File: config.mk
export PLATFORM = sky130hd
export DESIGN_NAME = param_pipe_register_flat
export DESIGN_NICKNAME = d
export VERILOG_FILES = /design/src/rtl/param_pipe_register_if.sv /design/src/rtl/param_pipe_register.sv /design/src/flat_wrapper.sv
export SDC_FILE = /design/constraint.sdc
export NUM_CORES = 1
export LEC_CHECK = 0
export ABC_AREA = 1
export CORE_MARGIN = 5
export CORE_UTILIZATION = 49
export CTS_BUF_LIST = sky130_fd_sc_hd__clkbuf_8
export DETAILED_ROUTE_END_ITERATION = 12
export PLACE_DENSITY = 0.8
export SETUP_SLACK_MARGIN = 0.1
export SLEW_MARGIN = 20
export SYNTH_ARGS = -nofsm -noshare
export SYNTH_HDL_FRONTEND = slang
export SYNTH_SLANG_ARGS = --single-unit
File: constraint.sdc
create_clock -name clk -period 1.3 [get_ports clk]
set_input_delay 0.13 -clock clk [delete_from_list [all_inputs] [get_ports clk]]
set_output_delay 0.13 -clock clk [all_outputs]
set_load 0.02 [all_outputs]
File: src/rtl/param_pipe_register_if.sv
// Handshake bus for param_pipe_register: upstream valid/ready input side,
// downstream valid/ready output side, plus flush and occupancy count.
interface param_pipe_register_if #(
  parameter int WIDTH = 4,
  parameter int DEPTH = 3
);
  localparam int CW = $clog2(DEPTH + 1);

  logic             flush;
  logic             in_valid;
  logic             in_ready;
  logic [WIDTH-1:0] in_data;
  logic             out_valid;
  logic             out_ready;
  logic [WIDTH-1:0] out_data;
  logic [CW-1:0]    count;

  modport master (
    output flush, in_valid, in_data, out_ready,
    input  in_ready, out_valid, out_data, count
  );

  modport slave (
    input  flush, in_valid, in_data, out_ready,
    output in_ready, out_valid, out_data, count
  );
endinterface

File: src/rtl/param_pipe_register.sv
// DEPTH-stage valid/ready register pipeline with bubble collapsing,
// synchronous flush and asynchronous active-high reset.
module param_pipe_register #(
  parameter int               WIDTH     = 4,
  parameter int               DEPTH     = 3,
  parameter logic [WIDTH-1:0] RESET_VAL = '0
) (
  input logic                 clk,
  input logic                 reset,
  param_pipe_register_if.slave bus
);
  localparam int CW = $clog2(DEPTH + 1);

  logic [DEPTH-1:0]             v_q, v_d, mv;
  logic [DEPTH-1:0][WIDTH-1:0]  d_q, d_d;
  logic                         acc0;
  logic                         in_xfer;
  logic [CW-1:0]                cnt;

  // Ready ripples from the output side back to stage 0 so a stalled
  // stage only blocks its predecessor if it cannot move itself.
  always_comb begin : g_move
    logic acc;
    acc = bus.out_ready;
    mv  = '0;
    for (int i = DEPTH - 1; i >= 0; i--) begin
      mv[i] = v_q[i] & acc;
      acc   = ~v_q[i] | mv[i];
    end
    acc0 = acc;
  end

  assign bus.in_ready = acc0 & ~bus.flush;
  assign in_xfer      = bus.in_valid & bus.in_ready;

  generate
    for (genvar g = 0; g < DEPTH; g++) begin : g_stage
      logic             ld;
      logic [WIDTH-1:0] src;
      if (g == 0) begin : g_head
        assign ld  = in_xfer;
        assign src = bus.in_data;
      end else begin : g_body
        assign ld  = mv[g-1];
        assign src = d_q[g-1];
      end
      // Refill wins over draining; a drained stage keeps its stale data.
      assign v_d[g] = bus.flush ? 1'b0      : ld ? 1'b1 : mv[g] ? 1'b0 : v_q[g];
      assign d_d[g] = bus.flush ? RESET_VAL : ld ? src  : d_q[g];
    end
  endgenerate

  always_ff @(posedge clk or posedge reset) begin
    if (reset) begin
      v_q <= '0;
      d_q <= {DEPTH{RESET_VAL}};
    end else begin
      v_q <= v_d;
      d_q <= d_d;
    end
  end

  always_comb begin
    cnt = '0;
    for (int i = 0; i < DEPTH; i++) cnt = cnt + CW'(v_q[i]);
  end

  assign bus.out_valid = v_q[DEPTH-1] & ~bus.flush;
  assign bus.out_data  = d_q[DEPTH-1];
  assign bus.count     = cnt;
endmodule

File: src/flat_wrapper.sv
// flat-port wrapper written by rule: the top's interface ports become plain ports
module param_pipe_register_flat 
#(
  parameter int               WIDTH     = 4,
  parameter int               DEPTH     = 3,
  parameter logic [WIDTH-1:0] RESET_VAL = '0
)
  (clk, reset, bus_flush, bus_in_valid, bus_in_data, bus_out_ready, bus_in_ready, bus_out_valid, bus_out_data, bus_count);
  param_pipe_register_if #(.WIDTH(WIDTH), .DEPTH(DEPTH)) bus_i ();
  input logic clk;
  input logic reset;
  input wire logic [$bits(bus_i.flush)-1:0] bus_flush;
  input wire logic [$bits(bus_i.in_valid)-1:0] bus_in_valid;
  input wire logic [$bits(bus_i.in_data)-1:0] bus_in_data;
  input wire logic [$bits(bus_i.out_ready)-1:0] bus_out_ready;
  output wire logic [$bits(bus_i.in_ready)-1:0] bus_in_ready;
  output wire logic [$bits(bus_i.out_valid)-1:0] bus_out_valid;
  output wire logic [$bits(bus_i.out_data)-1:0] bus_out_data;
  output wire logic [$bits(bus_i.count)-1:0] bus_count;
  assign bus_i.flush = bus_flush;
  assign bus_i.in_valid = bus_in_valid;
  assign bus_i.in_data = bus_in_data;
  assign bus_i.out_ready = bus_out_ready;
  assign bus_in_ready = bus_i.in_ready;
  assign bus_out_valid = bus_i.out_valid;
  assign bus_out_data = bus_i.out_data;
  assign bus_count = bus_i.count;
  param_pipe_register #(.WIDTH(WIDTH), .DEPTH(DEPTH), .RESET_VAL(RESET_VAL)) u_core (.clk(clk), .reset(reset), .bus(bus_i));
endmodule
==> results of run 1 <==
## per-layer routing
layer / vias up / global-route usage / share of wire
met4: 0 / 0.110 / 0.022
met2: 21 / 0.301 / 0.55
met5: - / 0 / 0
met1: 290 / 0.180 / 0.37
met3: 6 / 0.0421 / 0.055
li1: 293 / - / -
## stage by stage
step | area, sq um | power [mW] | hold WS [ns] | cells | utilization
floorplan | 677 | 0.599 | 0.0314 | 70 | -
detailed placement | 918 | 0.683 | 0.389 | 109 | 0.706
finish | 1020 | 1.09 | 0.122 | 114 | 0.785
CTS | 965 | 1.07 | 0.122 | 113 | 0.741
global route | 1020 | 1.14 | 0.164 | 114 | 0.785
global placement | 918 | 0.675 | 0.376 | 109 | 0.706
## kinds of logic (layout without fill, tap and decap cells)
group	Yosys count	count (layout)	share of synthesized area
AO/OA/AOI/OAI	11	11	0.0874
adder cells (fa/ha/maj)	1	1	0.0297
buffers and inverters	12	41	0.0688
flip-flops	15	15	0.558
AND/OR/NAND/NOR	31	31	0.256
## worst min path at each step
stage / startpoint / end / slack, ns
finish: reset / u_core.g_stage[1].src[3]$_DFFE_PP0P_ / 0.12
global route: reset / u_core.g_stage[1].src[3]$_DFFE_PP0P_ / 0.16
CTS: reset / u_core.g_stage[1].src[3]$_DFFE_PP0P_ / 0.12
detailed placement: reset / u_core.g_stage[1].src[3]$_DFFE_PP0P_ / 0.39
global placement: reset / u_core.g_stage[1].src[3]$_DFFE_PP0P_ / 0.38
floorplan: reset / u_core.bus.out_data[0]$_DFFE_PP0P_ / 0.03
## critical path: stages, from the launching register on
cell and delay (ns):
dfrtp_1 0.42, fa_2 0.60, buf_6 0.12
## flip-flops by register name, indices dropped and copies added (netlist names)
signal               cells
u_core.v_q               3
u_core.bus.out_data      4
u_core.g_stage.src       8
## cell usage in the layout (no fill, tap or decap), types with 5 or more instances in the layout
| cell | instances |
|---|---|
| dfrtp_1 | 14 |
| nand2_1 | 10 |
| clkdlybuf4s50_1 | 8 |
| buf_6 | 7 |
| nand3_1 | 5 |
| inv_1 | 8 |
| o21ai_1 | 5 |
| nand3_2 | 5 |
| buf_4 | 7 |
## where the power goes
| part | total (mW) | internal (mW) | switching (mW) |
|---|---|---|---|
| logic | 0.205 | 0.0952 | 0.110 |
| clock network | 0.380 | 0.212 | 0.168 |
| registers | 0.506 | 0.489 | 0.0171 |
## cell type report
cell class	instances	area (sq um)	area share
inverter	11	41.3	0.0404
tap	15	18.8	0.0184
clock buffer	3	41.3	0.0404
timing repair buffer	26	246	0.241
sequential	15	377	0.369
multi-input combinational	43	292	0.286
clock inverter	1	5.00	0.00490
## repair_timing
action	in CTS	in global routing
hold endpoints to repair	0	0
buffers inserted	1	2
endpoints found under the setup margin	9	9
resized for setup	28	14
pin swaps	1	4
## cell usage after synthesis
master | number | area (sq um)
nand2_2 | 2 | 12.5
a21oi_1 | 2 | 10.0
o21ai_1 | 5 | 25.0
fa_1 | 1 | 20.0
nand3_2 | 2 | 20.0
nand4_4 | 1 | 21.3
nand3_1 | 9 | 45.0
buf_2 | 1 | 5.00
inv_2 | 1 | 3.75
o21ai_0 | 3 | 15.0
dfrtp_1 | 15 | 375
o21ai_2 | 1 | 8.76
nand4_1 | 4 | 25.0
nor2_1 | 2 | 7.51
nand2_1 | 11 | 41.3
inv_1 | 10 | 37.5
==> flow_summary_export.csv, run 1 <==
group,metric,value,unit
outcome,run_status,"finished, violations left",
outcome,failed_checks,"negative setup slack",
logic_synthesis,synth_seq_cells,15,
timing,period_minus_slack,1.52,ns
job,maxCapViolCount,0,
global_route,number_of_antenna_violations_at_the_first_check_in_global_routing,0,
cts,cts.path.max_buffers,2,
die,core-area,0.00130,sq mm
die,chipHeight,47.1,microns
die,initial_utilization,0.517,
setup_path,setup.reg_to_reg.worst_slack,0.04,ns
timing,timing.slew.headroom,0.801,
setup_path,timing.rr.end,"u_core.g_stage[1].src[0]$_DFFE_PP0P_",
drt,drt_first_iter_violations,6,
layout,fillerInstances,95,
die,dieArea,0.00222,sq mm
cts,tritoncts_clock_tree,"yes",
logic_synthesis,synth_fp_nets,80,
timing,setup_repair_after_global_routing_missed_its_margin,"yes",
timing,worst-slew-pin-transition,0.298,ns
setup_path,timing.critical_path.to_type,"output pin",
timing,finalHoldViolations,0,
power_and_ir_drop,peakVddDrop,0.000851,V
setup_path,timing.critical_path.required,1.17,ns
timing,fin_setup_tns,-0.337,ns
timing,slew_viol_final,0,
power_and_ir_drop,cellLeakagePower,0.492,nW
logic_synthesis,seq_area_frac_synth,0.558,
cts,clock-sinks,15,
drt,vias_per_cell,5.35,
placed_design,place_worst_setup_slack,-0.393,ns
layout,share_of_cells_above_drive_strength_1,0.354,
die,ios,17,
setup_path,worst_setup_path_start_kind,"register",
setup_path,reg2reg_depth,7,
cts,ctsHoldBuffers,0,
cts,cts.htree.levels,1,
timing,finalSetupViolCount,3,
drt,detail_route.wl_per_cell,15.5,microns
logic_synthesis,syn_inst,70,
layout,finalNetCount,110,
global_route,grt_pass1_vias,605,
global_route,grt_overflow,0,
timing,worst_clock_skew,0.00331,ns
drt,vias,610,
global_route,grt.total_usage,0.171,
layout,antenna_cells,0,
worst_hold_path,min-delay-path-class,"input pin to asynchronous set/reset pin",
placed_design,port-buffer-count,16,
placed_design,gpl.final_weighted_congestion,0.680,
cts,clk_transition_reported_paths,0.06,ns
setup_path,worst-endpoint-arrival,1.39,ns
cts,cts-root-buf,"clkbuf_8",
global_route,grt_start_max_net_pins,16,
setup_path,timing.critical_path.from,"u_core.v_q[0]$_DFFE_PP0P_",
timing,final_min_period_over_clock_period,1.17,
die,rows,13,
drt,detailedRoute.firstPassIterationCount,4,
logic_synthesis,mappedNetlistArea,673,sq um
drt,postRouteWirelength,1760,microns
drt,antenna_violating_nets_remaining,0,
logic_synthesis,synthesis.area_per_instance,9.62,sq um
setup_path,setup.worst_path.class,"register to output pin",
drt,drc,0,
logic_synthesis,ys_warn_count,0,
power_and_ir_drop,power_density,1070,mW/mm^2
setup_path,critical_path.endpoint,"bus_count[0]",
setup_path,timing.rr.start,"u_core.v_q[0]$_DFFE_PP0P_",
logic_synthesis,synth.distinct_cells,16,
layout,layout_overhead_on_the_synthesized_area,51.7,%
setup_path,critical_path.max_fanout,2,
cts,tritoncts.num_buffers,3,
cts,worstSkewPairLatency,0.25,ns
placed_design,dp.final_hpwl,1170,microns
die,die_width,47.1,microns
timing,fmax,0.660,GHz
global_route,grt_pass1_wl,2530,microns
timing,layout_setup_ws,-0.216,ns
Note: power is estimated with default switching activity, not from simulation.
==> run 2, diff against run 1 <==
==> constraint.sdc (replaced) <==
create_clock -name clk -period 1.3 [get_ports clk]
set_input_delay 0.26 -clock clk [delete_from_list [all_inputs] [get_ports clk]]
set_output_delay 0.26 -clock clk [all_outputs]
set_load 0.02 [all_outputs]
==> flow_summary_export.csv, run 2 (same netlist as run 1, synthesis figures left out) <==
group,metric,value,unit
timing,slew_viol_final,0,
timing,period_minus_slack,1.60,ns
drt,drc,0,
timing,fmax,0.624,GHz
power_and_ir_drop,total_switching_power,0.291,mW
timing,setup_repair_after_global_routing_missed_its_margin,"yes",
setup_path,timing.rr.start,"u_core.v_q[1]$_DFFE_PP0P_",
cts,clk_transition_reported_paths,0.06,ns
layout,antenna_cells,0,
setup_path,crit_path_top_delay_cell,"fa_2",
die,initial_utilization,0.517,
cts,cts.path.max_buffers,2,
drt,postRouteWirelength,1750,microns
power_and_ir_drop,power_density,977,mW/mm^2
timing,final_min_period_over_clock_period,1.23,
cts,tritoncts.num_buffers,3,
global_route,grt.total_usage,0.149,
drt,antenna_violating_nets_remaining,0,
placed_design,numPlacedInstances,110,
timing,timing.slew.headroom,0.827,
cts,tritoncts_clock_tree,"yes",
global_route,number_of_antenna_violations_at_the_first_check_in_global_routing,0,
setup_path,critical_path.max_fanout,2,
layout,largest_reg_flops,8,
drt,drt_first_iter_violations,9,
power_and_ir_drop,p_clk_frac,0.326,
timing,fin_setup_tns,-0.600,ns
setup_path,timing.critical_path.to_type,"output pin",
power_and_ir_drop,comb_power_share,0.216,
cts,worstSkewPairLatency,0.24,ns
global_route,grt_pass1_vias,557,
die,chipHeight,47.1,microns
layout,finish.cell_count_without_fillers,118,
power_and_ir_drop,switching_share,0.264,
global_route,grt_use_met3,0.0115,
cts,cts-root-buf,"clkbuf_8",
outcome,run_status,"finished, violations left",
job,maxCapViolCount,0,
drt,vias_per_cell,5.24,
global_route,gr-usage-met2,0.268,
setup_path,critPathBufInv,1,
placed_design,port-buffer-count,16,
timing,finalHoldWorstSlack,0.250,ns
placed_design,gpl.final_weighted_congestion,0.702,
power_and_ir_drop,post-layout-total-power,1.10,mW
timing,layout_setup_ws,-0.303,ns
layout,most-common-layout-cells,"dfrtp_1 (14), inv_1 (9), buf_6 (9)",
timing,finalHoldViolations,0,
outcome,failed_checks,"negative setup slack",
die,die_width,47.1,microns
global_route,met1_track_demand_over_resource,0.179,
layout,final_util,0.867,
power_and_ir_drop,p_int,0.811,mW
die,core-area,0.00130,sq mm
setup_path,worst_path_largest_cell_delay,0.58,ns
timing,worst-slew-pin-transition,0.259,ns
setup_path,timing.critical_path.required,1.04,ns
setup_path,worst_path_dominant_cell_family,"adder cells",
setup_path,timing.rr.end,"u_core.g_stage[2].src[2]$_DFFE_PP0P_",
cts,ctsHoldBuffers,0,
global_route,grt_overflow,0,
layout,fillerInstances,66,
timing,worst_clock_skew,0.00305,ns
timing,finalSetupViolCount,4,
drt,detail_route.wl_per_cell,14.9,microns
layout,layout_overhead_on_the_synthesized_area,67.7,%
drt,vias,618,
drt,detailedRoute.firstPassIterationCount,4,
setup_path,setup.worst_path.class,"register to output pin",
global_route,busiest_layer,"met2",
worst_hold_path,min-delay-path-class,"input pin to asynchronous set/reset pin",
die,ios,17,
cts,cts.htree.levels,1,
layout,mostFrequentLayoutCell,"dfrtp_1",
power_and_ir_drop,cellLeakagePower,0.514,nW
setup_path,worst_setup_path_start_kind,"register",
power_and_ir_drop,peakVddDrop,0.000726,V
global_route,grt_start_max_net_pins,16,
layout,share_of_cells_above_drive_strength_1,0.447,
setup_path,worst-endpoint-arrival,1.34,ns
setup_path,reg2reg_depth,8,
power_and_ir_drop,power.share.sequential,0.458,
die,dieArea,0.00222,sq mm
setup_path,path_cells,"fa_2 -> buf_6",
cts,clock-sinks,15,
global_route,grt_pass1_wl,2300,microns
placed_design,dp.final_hpwl,1040,microns
die,rows,13,
layout,finalNetCount,114,
setup_path,setup.reg_to_reg.worst_slack,0,ns
==> run 2: cell types whose count changed in the layout (fill, tap and decap cells not counted), moves of 2 or more <==
cell | before | now
buf_6 | 7 | 9
nand3_1 | 5 | 3
clkdlybuf4s15_1 | 0 | 4
nand2_1 | 10 | 7
dlygate4sd2_1 | 4 | 0
o21ai_0 | 3 | 0
nand2_4 | 0 | 3
o21ai_2 | 1 | 4
nand3_4 | 1 | 3
==> run 2: repair_timing <==
action                     CTS  global route
gates resized for setup     35            30
pin swaps                    1            11
cloned                       0             0
setup buffers                1             5
setup endpoints to repair   13            20
==> run 2: cell type report <==
type | count | area (sq um) | area share
tap | 15 | 18.8 | 0.0166
clock inverter | 1 | 3.75 | 0.00333
sequential | 15 | 377 | 0.334
clock buffer | 3 | 41.3 | 0.0366
multi-input combinational | 43 | 350 | 0.310
inverter | 11 | 41.3 | 0.0366
timing repair buffer | 30 | 297 | 0.263
==> run 2: layer usage <==
layer | up-vias | share of wire
met5 | - | 0
met4 | 0 | 0.0051
met3 | 2 | 0.050
met2 | 19 | 0.54
met1 | 297 | 0.40
li1 | 300 | -
==> run 2: worst max-delay path by stage <==
stage	depth (start not counted)	endpoint	slack [ns]	from
after detailed placement	2	bus_count[0]	-0.52	u_core.v_q[2]$_DFFE_PP0P_
after CTS	2	bus_count[0]	-0.29	u_core.v_q[0]$_DFFE_PP0P_
after floorplan	1	bus_count[0]	-0.03	u_core.v_q[2]$_DFFE_PP0P_
after global placement	2	bus_count[0]	-0.50	u_core.v_q[2]$_DFFE_PP0P_
after global routing	2	bus_count[0]	-0.33	u_core.v_q[0]$_DFFE_PP0P_
final	2	bus_count[0]	-0.30	u_core.v_q[0]$_DFFE_PP0P_
==> run 2: power groups by stage <==
stage          registers (mW)  logic, mW  clock network, mW
2_1_floorplan           0.516     0.0825                  0
3_3_place_gp            0.508      0.171                  0
3_5_place_dp            0.509      0.175                  0
4_1_cts                 0.502      0.195              0.361
5_1_grt                 0.506      0.255              0.382
6_report                0.505      0.238              0.359
==> run 2: through the flow <==
step | cell area (sq um) | worst slack, ns
CTS | 1000 | -0.293
finish | 1130 | -0.303
floorplan | 677 | -0.0330
global placement | 926 | -0.502
detailed placement | 926 | -0.518
global route | 1130 | -0.332
